`src/rtl/pll_seq_pkg.sv`:
```
// Shared types and sizing helpers for the PLL reset sequencer.
package pll_seq_pkg;

  typedef enum logic [2:0] {
    StHold,
    StWaitLock,
    StStable,
    StRun,
    StFail
  } state_e;

  localparam int unsigned RetryW = 8;

  // Wide enough to count to the largest phase length, plus a spare bit.
  function automatic int unsigned cnt_width(input int unsigned a, input int unsigned b,
                                            input int unsigned c);
    int unsigned m;
    m = a;
    if (b > m) m = b;
    if (c > m) m = c;
    return $clog2(m) + 1;
  endfunction

endpackage

```
`src/rtl/sync_2ff.sv`:
```
// Two-flop synchroniser for asynchronous level inputs; resets to zero.
module sync_2ff #(
  parameter int unsigned Width = 1
) (
  input  logic             clk_i,
  input  logic             rst_ni,
  input  logic [Width-1:0] d_i,
  output logic [Width-1:0] q_o
);

  logic [Width-1:0] meta_q;
  logic [Width-1:0] sync_q;

  always_ff @(posedge clk_i or negedge rst_ni) begin
    if (!rst_ni) begin
      meta_q <= '0;
      sync_q <= '0;
    end else begin
      meta_q <= d_i;
      sync_q <= meta_q;
    end
  end

  assign q_o = sync_q;

endmodule

```
`src/rtl/pll_reset_sequencer.sv`:
```
// Drives PLL reset, qualifies lock, and releases a clean core reset with bounded retries.
// Define PLL_SEQ_LOSS_FILTER_EN to require LOSS_FILTER consecutive low lock cycles in RUN.
module pll_reset_sequencer
  import pll_seq_pkg::*;
#(
  parameter int unsigned HOLD_CYCLES   = 16,
  parameter int unsigned LOCK_TIMEOUT  = 4096,
  parameter int unsigned STABLE_CYCLES = 256,
  parameter int unsigned MAX_RETRIES   = 3,
  parameter int unsigned LOSS_FILTER   = 4
) (
  input  logic              clk,
  input  logic              resetn,
  input  logic              pll_lock,
  input  logic              restart,
  output logic              pll_resetb,
  output logic              sys_rst_n,
  output logic              fail,
  output logic [RetryW-1:0] retry_cnt,
  output logic [RetryW-1:0] loss_cnt
);

  localparam int unsigned CntW = cnt_width(HOLD_CYCLES, LOCK_TIMEOUT, STABLE_CYCLES);
  localparam logic [CntW-1:0]   HoldLast    = CntW'(HOLD_CYCLES - 1);
  localparam logic [CntW-1:0]   TimeoutLast = CntW'(LOCK_TIMEOUT - 1);
  localparam logic [CntW-1:0]   StableLast  = CntW'(STABLE_CYCLES - 1);
  localparam logic [RetryW-1:0] MaxRetry    = RetryW'(MAX_RETRIES);

  if (HOLD_CYCLES < 1 || LOCK_TIMEOUT < 1 || STABLE_CYCLES < 1 || LOSS_FILTER < 1 ||
      MAX_RETRIES > 255) begin : g_bad_param
    $error("pll_reset_sequencer: parameter out of range");
  end

  state_e            state_q;
  logic [CntW-1:0]   cnt_q;
  logic [RetryW-1:0] retry_q;
  logic [RetryW-1:0] loss_q;
  logic              resetb_q;
  logic              sysrst_q;
  logic              fail_q;
  logic              lock_s;
  logic              loss_hit;

  sync_2ff #(
    .Width(1)
  ) u_lock_sync (
    .clk_i (clk),
    .rst_ni(resetn),
    .d_i   (pll_lock),
    .q_o   (lock_s)
  );

`ifdef PLL_SEQ_LOSS_FILTER_EN
  localparam int unsigned FiltW = $clog2(LOSS_FILTER) + 1;
  localparam logic [FiltW-1:0] FiltLast = FiltW'(LOSS_FILTER - 1);

  logic [FiltW-1:0] filt_q;

  assign loss_hit = !lock_s && (filt_q == FiltLast);

  // Counts consecutive low lock cycles seen in RUN; any high cycle clears it.
  always_ff @(posedge clk or negedge resetn) begin
    if (!resetn) begin
      filt_q <= '0;
    end else if (restart || state_q != StRun || lock_s || loss_hit) begin
      filt_q <= '0;
    end else begin
      filt_q <= filt_q + FiltW'(1);
    end
  end
`else
  assign loss_hit = !lock_s;
`endif

  always_ff @(posedge clk or negedge resetn) begin
    if (!resetn) begin
      state_q  <= StHold;
      cnt_q    <= '0;
      retry_q  <= '0;
      loss_q   <= '0;
      resetb_q <= 1'b0;
      sysrst_q <= 1'b0;
      fail_q   <= 1'b0;
    end else if (restart) begin
      state_q  <= StHold;
      cnt_q    <= '0;
      retry_q  <= '0;
      resetb_q <= 1'b0;
      sysrst_q <= 1'b0;
      fail_q   <= 1'b0;
    end else begin
      unique case (state_q)
        StHold: begin
          if (cnt_q == HoldLast) begin
            state_q  <= StWaitLock;
            cnt_q    <= '0;
            resetb_q <= 1'b1;
          end else begin
            cnt_q <= cnt_q + CntW'(1);
          end
        end
        StWaitLock: begin
          if (lock_s) begin
            state_q <= StStable;
            cnt_q   <= '0;
          end else if (cnt_q == TimeoutLast) begin
            cnt_q    <= '0;
            resetb_q <= 1'b0;
            if (retry_q == MaxRetry) begin
              state_q <= StFail;
              fail_q  <= 1'b1;
            end else begin
              state_q <= StHold;
              retry_q <= retry_q + RetryW'(1);
            end
          end else begin
            cnt_q <= cnt_q + CntW'(1);
          end
        end
        StStable: begin
          // A glitch here is not a retry: fall back and restart the lock timeout.
          if (!lock_s) begin
            state_q <= StWaitLock;
            cnt_q   <= '0;
          end else if (cnt_q == StableLast) begin
            state_q  <= StRun;
            cnt_q    <= '0;
            sysrst_q <= 1'b1;
          end else begin
            cnt_q <= cnt_q + CntW'(1);
          end
        end
        StRun: begin
          if (loss_hit) begin
            state_q  <= StHold;
            cnt_q    <= '0;
            retry_q  <= '0;
            resetb_q <= 1'b0;
            sysrst_q <= 1'b0;
            if (loss_q != '1) loss_q <= loss_q + RetryW'(1);
          end
        end
        StFail: begin
          cnt_q <= '0;
        end
        default: begin
          state_q  <= StHold;
          cnt_q    <= '0;
          resetb_q <= 1'b0;
          sysrst_q <= 1'b0;
        end
      endcase
    end
  end

  assign pll_resetb = resetb_q;
  assign sys_rst_n  = sysrst_q;
  assign fail       = fail_q;
  assign retry_cnt  = retry_q;
  assign loss_cnt   = loss_q;

endmodule

```
`config.mk`:
```
export PLATFORM = sky130hd
export DESIGN_NAME = pll_reset_sequencer
export DESIGN_NICKNAME = d
export VERILOG_FILES = /design/src/rtl/pll_seq_pkg.sv /design/src/rtl/sync_2ff.sv /design/src/rtl/pll_reset_sequencer.sv
export SDC_FILE = /design/constraint.sdc
export NUM_CORES = 1
export LEC_CHECK = 0
export CAP_MARGIN = 20
export CORE_UTILIZATION = 60
export DETAILED_ROUTE_END_ITERATION = 8
export PLACE_DENSITY_LB_ADDON = 0.12
export SYNTH_ARGS = -nofsm -noshare
export SYNTH_HDL_FRONTEND = slang
export SYNTH_SLANG_ARGS = --single-unit
```
`constraint.sdc`:
```
create_clock -name clk -period 3.3 [get_ports clk]
set_clock_uncertainty 0.15 [all_clocks]
set_input_delay 0.33 -clock clk [delete_from_list [all_inputs] [get_ports clk]]
set_output_delay 0.33 -clock clk [all_outputs]
set_load 0.02 [all_outputs]
```
==> run summary <==
row count: 21
final net count: 253
Fill cells: 264
post-synthesis sequential area ratio: 44.4%
initial antenna violation count: 0
CTS Hold Bufs: 0
register area: 926 um^2
Sink Count: 37
I/O pin count: 23
dpl hpwl: 3.30 mm
Synth area leaders: dfrtp_1 44%, o21ai_0 6.5%, nand2_1 4.7%
clk_lat worst skew: 0.36 ns
Die Wd: 60.9 um
fin. max-slew vios: 0
syn_area_per_cell: 9.22 um^2
Worst VDD drop: 0.248 mV
Post-synth EDFFs: 0
total track usage: 28.0%
gpl congestion: 0.890
Synth Instances: 226
LEAKAGE: 1.01 nW
area of the multi-input gates: 1090 um^2
# port buffers: 22
Area growth, synth to finish: 14.1%
Worst Tran Pin Value: 0.761 ns
sequential power share: 56.1%
setup violators final: 0
Cell Pwr Density: 374 nW/um^2
Post-route DRC: 0
first-pass GRT wire length: 7.56 mm
Synth cell types: 52
worst reg2reg setup slack: 0.75 ns
vias in the first global route: 1,666
CTS Buf Count: 5
vias: 1,857
drt pass-1 iters: 5
diodes inserted: 0
Arr. time, crit path: 2.69 ns
Post-CTS Resized: 0
Reg clk slew, reported paths: 0.12 ns
critical path class: reg2reg
dominant cell by count in the synthesized netlist: dfrtp_1
DIE AREA: 3710 um^2
GR Overflow Total: 0
outcome: finished, final reports clean
worst slack at placement: 0.783 ns
combinational fraction of design power: 15.1%
Final TNS setup: 0 ns
average routed wire per standard cell: 15.9 um
net switching fraction of the power: 30.1%
internal power component: 622 uW
fraction of registers with async set/reset: 100%
Synthesized Nets: 233
Yosys warning total: 0
Worst slew margin: 49.1%
CP required: 3.44 ns
top cell type's share of synthesized area: 44.4%
Final Cycle Share: 77.2%
post-route ant nets: 0
CTS H-tree depth: 2
vias per cell: 6.36
Syn Std Cell Area: 2080 um^2
CP startpoint kind: register
Core Box Area: 3340 um^2
TritonCTS clock tree: yes
placed inst area: 2320 um^2
fin util: 71.2%
Initial Utilization: 62.4%
layout cell share with drive strength beyond 1: 7.72%
RSZ-0062 raised after global routing: no
crit end category: register
fin area: 2380 um^2
die height: 60.9 um
top_reg_cell synth: dfrtp_1
Yosys reg bits: 37
clk buf depth: 2
Synth top cells by count: 37 x dfrtp_1, 27 x o21ai_0, 26 x nand2_1
clk root buf: clkbuf_4
Final Routed Wirelength: 4.64 mm
Reg-to-Reg Start: state_q[0]
Clk pwr share: 28.9%
final setup margin: 0.751 ns
Post CTS Setup Buffer Count: 0
worst setup path start: state_q[0]
R2R cell count: 6
Max Cap Violations: 0
Final Critical Period: 2.55 ns
switching power: 268 uW
max frequency: 392 MHz
Hold Crit Class: in2async
CP Max Fanout: 14
cell taking the most area after synthesis: dfrtp_1
initial DRC count: 157
largest net degree at the start of global routing: 38
Hold Fails Final Rpt: 0
reg2reg end: cnt_q[6]
==> area by class of cell <==
class	instances	area share, %
well taps	46	2.42
clock inverters	1	0.316
clock buffers	6	2.16
inverters	5	0.789
flip-flops and latches	37	38.9
multi-input cells	174	45.8
repair buffers	23	9.58
==> how the worst max path moves through the flow <==
| stage | cells after the start | slack (ns) | end |
|---|---|---|---|
| floorplan | 8 | 1.08 | cnt_q[7] |
| global placement | 6 | 0.84 | cnt_q[6] |
| detailed placement | 6 | 0.78 | cnt_q[6] |
| CTS | 6 | 0.78 | cnt_q[6] |
| global route | 7 | 0.44 | retry_cnt[6] |
| finish | 6 | 0.75 | cnt_q[6] |
==> power by group through the flow <==
stage / clock network [mW] / logic [mW] / registers, mW
2_1_floorplan: 0 / 0.0796 / 0.509
3_3_place_gp: 0 / 0.127 / 0.505
3_5_place_dp: 0 / 0.133 / 0.507
4_1_cts: 0.262 / 0.135 / 0.498
5_1_grt: 0.284 / 0.149 / 0.502
6_report: 0.257 / 0.134 / 0.499
==> flip-flops by register name (all words and copies together) (netlist names) <==
signal / flops
cnt_q: 13
loss_cnt: 8
retry_cnt: 8
state_q: 3
fail: 1
pll_resetb: 1
sys_rst_n: 1
u_lock_sync.meta_q: 1
u_lock_sync.q_o: 1
==> cells in the final DEF, fill, tap and decap left out, drive strengths merged, types with 2 or more instances in the layout <==
cell type and count:
xor2 5, a21oi 6, o311ai 4, clkdlybuf4s50 22, ha 3, and3 5
o21ai 27, xnor2 5, nor2 16, nand3 10, a211oi 2, o41ai 3
clkbuf 6, and4 3, a21o 2, nand4 6, or2 5, o21bai 3
nor2b 2, inv 5, nand2 27, nor4 3, dfrtp 37, or3 4
nor3 7, nand2b 6, a22oi 2, a31oi 2, o31ai 2, a32oi 2
==> logic make-up (layout without fill, tap and decap cells) <==
group | count (synthesis) | in the layout | synth area share (%)
simple gates | 101 | 101 | 26.2
compound gates | 59 | 59 | 19.5
flops | 37 | 37 | 44.4
buf+inv | 15 | 35 | 3.30
xor+xnor | 10 | 10 | 4.20
fa+ha+maj | 3 | 3 | 1.80
mux | 1 | 1 | 0.541
==> stage by stage <==
step / hold WS [ns] / power, mW / std cells
3_5_place_dp: 0.189 / 0.640 / 285
5_1_grt: 0.228 / 0.935 / 292
2_1_floorplan: -0.116 / 0.588 / 226
6_report: 0.217 / 0.889 / 292
3_3_place_gp: 0.186 / 0.632 / 285
4_1_cts: 0.216 / 0.894 / 292
==> critical path, stage by stage (launching register included) <==
cell and delay, ns:
dfrtp_1 0.61, nand2b_4 0.10, or2_0 0.33, or3_1 0.49
a31o_2 0.35, or3_1 0.37, o21ai_0 0.07
==> metal layers <==
metal,share of wire (%),vias to the layer above,GRT usage (%)
met5,0,-,0
met4,1.5,0,11.7
met3,7.4,10,7.68
met2,46,100,42.1
met1,45,880,38.2
li1,-,867,-
Note: power is estimated with default switching activity, not from simulation.
